[src/rtl/imem_loader_pkg.sv]
// imem_loader_pkg: shared sizes and LOAD/RUN state encoding for the instruction-memory loader.
package imem_loader_pkg;
    localparam int IMEM_DEPTH = 256;
    localparam int IMEM_AW    = 8;
    localparam int INST_W     = 9;
    localparam int CNT_W      = IMEM_AW + 1;
    typedef enum logic {LOAD = 1'b0, RUN = 1'b1} state_t;
endpackage

[src/rtl/imem_ram.sv]
// imem_ram: 256x9 program store, synchronous write, asynchronous read.
module imem_ram
    import imem_loader_pkg::*;
(
    input  logic              clk,
    input  logic              we,
    input  logic [IMEM_AW-1:0] waddr,
    input  logic [INST_W-1:0]  wdata,
    input  logic [IMEM_AW-1:0] raddr,
    output logic [INST_W-1:0]  rdata
);
    logic [INST_W-1:0] mem [IMEM_DEPTH];
    always_ff @(posedge clk)
        if (we) mem[waddr] <= wdata;
    assign rdata = mem[raddr];
endmodule

[src/rtl/imem_loader.sv]
// imem_loader: streams a program into imem_ram while holding the core in reset, then serves fetches.
// Optional IMEM_CHECKSUM_EN adds a running XOR of accepted words on port cksum.
module imem_loader
    import imem_loader_pkg::*;
(
    input  logic               clk,
    input  logic               rst,
    input  logic               load_valid,
    input  logic [INST_W-1:0]  load_data,
    input  logic               load_last,
    output logic               load_ready,
    input  logic               reload,
    input  logic [IMEM_AW-1:0] pc,
    output logic [INST_W-1:0]  inst,
    output logic               core_rst,
    output logic [CNT_W-1:0]   word_count
`ifdef IMEM_CHECKSUM_EN
    ,
    output logic [INST_W-1:0]  cksum
`endif
);
    state_t state, state_nx;
    logic [IMEM_AW-1:0] wr_addr, last_addr;
    logic [CNT_W-1:0] cnt;
    logic [INST_W-1:0] rdata;
    logic hs, fin, restart;
    assign load_ready = state == LOAD && !rst;
    assign core_rst   = rst || state == LOAD;
    assign hs         = load_valid && load_ready;
    // The word at the top address ends the load even without load_last.
    assign fin        = hs && (load_last || wr_addr == '1);
    assign restart    = state == RUN && reload;
    assign word_count = rst ? '0 : cnt;
    assign inst       = (!rst && state == RUN && pc <= last_addr) ? rdata : '0;
    always_ff @(posedge clk)
        state <= rst ? LOAD : state_nx;
    always_comb begin
        state_nx = state;
        if (state == LOAD && fin) state_nx = RUN;
        if (restart) state_nx = LOAD;
    end
    always_ff @(posedge clk) begin
        if (rst || restart) begin
            wr_addr <= '0;
            cnt     <= '0;
        end else if (hs) begin
            wr_addr <= wr_addr + IMEM_AW'(wr_addr != '1);
            cnt     <= cnt + CNT_W'(1);
        end
        if (rst) last_addr <= '0;
        else if (fin) last_addr <= wr_addr;
    end
`ifdef IMEM_CHECKSUM_EN
    always_ff @(posedge clk)
        if (rst || restart) cksum <= '0;
        else if (hs) cksum <= cksum ^ load_data;
`endif
    imem_ram u_ram (
        .clk   (clk),
        .we    (hs),
        .waddr (wr_addr),
        .wdata (load_data),
        .raddr (pc),
        .rdata (rdata)
    );
endmodule

[config.mk]
export PLATFORM = sky130hd
export DESIGN_NAME = imem_loader
export DESIGN_NICKNAME = d
export VERILOG_FILES = /design/src/rtl/imem_loader_pkg.sv /design/src/rtl/imem_ram.sv /design/src/rtl/imem_loader.sv
export SDC_FILE = /design/constraint.sdc
export NUM_CORES = 2
export LEC_CHECK = 0
export CAP_MARGIN = 20
export CORE_MARGIN = 2
export CORE_UTILIZATION = 40
export CTS_CLUSTER_DIAMETER = 40
export DETAILED_ROUTE_END_ITERATION = 8
export HOLD_SLACK_MARGIN = 0.12
export PLACE_DENSITY = 0.58
export SKIP_CTS_REPAIR_TIMING = 1
export SYNTH_ARGS = -nofsm -noshare
export SYNTH_HDL_FRONTEND = slang
export SYNTH_SLANG_ARGS = --single-unit
[constraint.sdc]
create_clock -name clk -period 11.6 [get_ports clk]
set_input_delay 2.32 -clock clk [delete_from_list [all_inputs] [get_ports clk]]
set_output_delay 2.32 -clock clk [all_outputs]
set_load 0.005 [all_outputs]
======== Yosys cells after proc, flatten, opt, wreduce, memory -nomap -nowiden ========
Memory sizes are Yosys's and may differ from the RTL's.
Cells that the tools add are included.
word-level totals
  register bits ........................... 26
  memories kept ........................... 1
  logic and storage cells ................. 27
  output and inout port bits .............. 20
  input port bits ......................... 22
  RAM bits ................................ 2304
memories
  memory     depth  bits a word  rd ports  clocked after Yosys merged registers in  wr ports  line            text
  u_ram.mem  256    9            1         0                                        1         imem_ram.sv:12  logic [INST_W-1:0] mem [IMEM_DEPTH];
cells by class
  reduce and logical (&&, ||, !) cells .... 12
  mux-type cells .......................... 4
  magnitude comparators ................... 1
  eq/ne operators ......................... 2
  bitwise gates (word level) .............. 1
  add/sub/neg operators ................... 2
operators by type and width
  kind                   number
  $mux W9                2
  $add A9 B1 Y9 const B  1
  $add A8 B1 Y8          1
  $eq A8 B8 Y1 const B   1
  $le A8 B8 Y1           1
  $ne A8 B8 Y1 const B   1
  $logic_and A1 B1 Y1    7
  $logic_or A1 B1 Y1     3
  $mux W1                2
  $reduce_or A2 Y1       1
  $logic_not A1 Y1       1
  $not A1 Y1             1

======== Logic depth before layout (Yosys ltp) ========
  depth in word-level cells ............... 5
  gate-level depth with buffers ........... 15
  depth with buffers taken out ............ 9

======== Hierarchy ========
From an unflattened synthesis, not the netlist that was laid out.
second synthesis, totals
  cell total of the unflattened synthesis .. 4418
  area, all modules ....................... 90565.6 um^2
by module, submodules not included
  module       area each (um^2)  instances  sequential area each (um^2)  cells each
  imem_ram     89098.0           1          69186.4                      4228
  imem_loader  1467.7            1          520.5                        190

======== Least setup slack after synthesis ========
OpenSTA, ideal clock, no wires.
  kind .................................... input to output
  start point ............................. in pc[0]
  end point ............................... out inst[4]
  arrival ................................. 4865 ps
  required time ........................... 9280 ps
  setup slack ............................. 4415 ps
  stages .................................. 14
  buffers on the path ..................... 5
  cell sequence ........................... buf_6 -> buf_8 -> buf_6 -> buf_6 -> buf_6 -> inv_1 -> ha_1 -> nor2b_1 -> o21a_1 -> o21a_1 -> o21a_1 -> o31ai_1 -> nor3b_1 -> a22o_1
between the ends
  longest elaborated chain between the ends .. 3
  elaborated cells between the ends (all ways) .. 4
  classes of those cells .................. 1 x order compare; 1 x mux; 1 x reduce/logical; 1 x memory
ends and longest elaborated chain
  what                                                     line               text
  start: declaration                                       imem_loader.sv:13  input logic [IMEM_AW-1:0] pc,
  branches (longest 2 deep; another with $mem_v2 Z256 W9)  n/a
  $mux W9 *                                                imem_loader.sv:34  assign inst = (!rst && state == RUN && pc <= last_addr) ? rdata : '0;
  end: declaration                                         imem_loader.sv:14  output logic [INST_W-1:0] inst,
Mark *: on every way between the ends.

======== Worst setup path in the final report ========
  start point ............................. in pc[7]
  end point ............................... out inst[2]
Same word-level chain as after synthesis.

==> run metrics <==
Reg clk slew, reported paths=0.06 ns; core area=228000 µm²; dpl hpwl=158000 µm; clock buffer depth=4; flops & latches, synth=2330; Sw Share=0.219; Post-Route Skew=0.0630 ns; Area Growth Syn to Fin=16.0%; post-synth net total=4823; Sw Pwr=0.00442 W; Die Wd=483 µm; number of synthesized flops with an enable pin=2304; clock sink count=2330; wire length per cell=31.9 µm; die height=483 µm; first-pass GRT wire length=371000 µm; period utilization=0.815; Yosys cell types=66; Cell Rows=175; Mapped Area=91700 µm²; FILL cells=18.9k; TritonRoute pass-1 iters=7; P_leak=34.3 nW; clock tree from TritonCTS=built; total of max-cap violations=0; Seq/Total Area, Yosys=0.760; final layout net count=5017; combinational power share=0.045; clock share of power=0.496; overall power=0.0202 W; Die Area=233000 µm²; Setup crit end kind=output pin; vias in the first global route=48.2k; hold crit path type=reg2reg; total track usage=0.224; Root Buffer=clkbuf_16; Setup crit start kind=input port; crit-path max FO=17; pwr dens=190 nW/µm²; # setup viols final=0; DR vias=49.1k; Final ANT Viol Nets=0; most common flop cell mapped by yosys=edfxtp_1; layout cell share with drive strength beyond 1=0.195; status=completed; pins over their slew limit=0; fmax=106 MHz; Setup TNS=0 ns; share of power burned in registers=0.459; final wirelength=263000 µm; initial antenna violation count=5; largest net degree at the start of global routing=155; relative slew slack=0.195; peak supply drop=0.186 mV; Hold Vio Cnt, Final=0; register area=69700 µm²; post-layout min period=9.46 ns; GR Overflow Total=0; worst skew pair latency=0.94 ns; area of the multi-input gates=20200 µm²; # port buffers=41; Required @ worst endpoint=9.28 ns; I/O Pins=42; Mapped Cells=4790; Iter 0 DRT Violations=6476; RSZ-0062 raised after global routing=no; asr flop ratio synth=0; vias per inst=5.96; # H-tree levels=5; Syn. warnings=0; Num CTS Buffers=328; Mapped Avg Cell Area=19.1 µm²; worst-margin pin slew=1.20 ns; effective utilization at floorplan=0.403; worst endpoint data arrival time=7.14 ns; CP Class=in2out; DRC Markers=0; Final GP Congestion=0.869; Internal Power=0.0157 W
[routing by layer]
layer	vias to the layer above	GRT usage	wire, µm
met5	-	0	0
met4	0	0.0838	9660
met3	417	0.0375	20800
met2	2422	0.348	123000
met1	26100	0.317	109000
li1	20200	-	-
[power groups by stage]
stage | clock (W) | combinational (W) | sequential, W
final | 0.0100 | 0.000899 | 0.00926
after global routing | 0.0105 | 0.000935 | 0.00925
after CTS | 0.0101 | 0.000892 | 0.00926
after detailed placement | 0 | 0.000890 | 0.00943
after global placement | 0 | 0.000883 | 0.00943
after floorplan | 0 | 0.000468 | 0.00943
[cells by family (layout without fill, tap and decap cells)]
kind of cell,Yosys count,in the layout,share of synthesized area
mux,842,842,0.135
flops,2330,2330,0.760
compound gates,667,667,0.0526
fa+ha+maj,11,11,0.00150
other cells,0,6,0
simple gates,607,607,0.0286
buf+inv,322,763,0.0206
xor+xnor,11,11,0.00105
[layout make-up]
| type | instances | share of cell area |
|---|---|---|
| flip-flops and latches | 2330 | 0.655 |
| multi-input cells | 2138 | 0.189 |
| clock buffers | 368 | 0.0806 |
| well taps | 3009 | 0.0354 |
| clock inverters | 209 | 0.0224 |
| repair buffers | 168 | 0.0158 |
| inverters | 18 | 0.000706 |
| diodes | 6 | 0.000141 |
[path summary, 6_finish.rpt]
kind | start | end | slack [ns] | depth (start not counted)
worst min register to register | cnt[7] | cnt[7] | 0.48 | 2
worst max register to register | state | u_ram.mem[41][2] | 7.51 | 6
worst max-delay path | pc[7] | inst[2] | 2.14 | 8
worst min-delay path | cnt[7] | cnt[7] | 0.48 | 2
[cells in the mapped netlist (6+ instances only)]
cell type  instances  area, µm²
a211oi_1          13       97.6
a21oi_1          104        521
a221o_1           21        210
a221oi_1         196       1720
a22o_1             7       61.3
a22oi_1           70        526
a31oi_1            9       56.3
and3_1             8       50.1
buf_1             24       90.1
buf_2             33        165
buf_4             36        270
buf_6             57        642
clkbuf_1         146        548
dfxtp_1           26        521
edfxtp_1        2304      69200
ha_1              11        138
inv_1             15       56.3
mux2_2            10        113
mux2i_1          516       5160
mux4_2           316       7120
nand2_1           94        353
nand2b_1          12       75.1
nand3_1           51        255
nand4_1           20        125
nor2_1           337       1260
nor2b_1           19        119
nor3_1            34        170
nor4_1            11       68.8
o211ai_1          12       90.1
o21ai_0          121        606
o221ai_1          32        280
o22ai_1           20        125
o31ai_1            6       45.0
or3_1              8       50.1
xor2_1            10       87.6
[sequential cells by signal (all words and copies together), names as in the netlist]
name       flops
state          1
u_ram.mem   2304
cnt            9
last_addr      8
wr_addr        8
[critical path, cell delays in order]
cell and delay (ns):
clkdlybuf4s50_1 0.97, and2_1 0.71, nand2_1 0.70, a21oi_1 0.16, nor4_1 0.87, nand3_1 0.48, a32o_1 0.43, clkdlybuf4s50_1 0.47
[per-stage QoR]
step                      setup slack (ns)  instance area, µm²  utilization  instances  hold slack, ns
after global placement                2.36               95100        0.418       7642           0.470
after detailed placement              2.37               95200        0.418       7651           0.482
final                                 2.14              106000        0.467       8246           0.481
after floorplan                       4.42               91700            -       4790           0.458
after global routing                  2.35              106000        0.467       8241           0.517
after CTS                             2.36              106000        0.466       8228           0.490
[cell usage in the layout, fill, tap and decap left out, drive strengths merged, types with 70 or more instances in the layout]
| master | count |
|---|---|
| clkbuf | 375 |
| o21ai | 126 |
| nand2 | 94 |
| a21oi | 104 |
| a221oi | 196 |
| mux2i | 516 |
| inv | 74 |
| nor2 | 337 |
| edfxtp | 2304 |
| buf | 134 |
| clkinv | 88 |
| mux4 | 316 |
| a22oi | 70 |
Power figures use the tool's default switching activity.
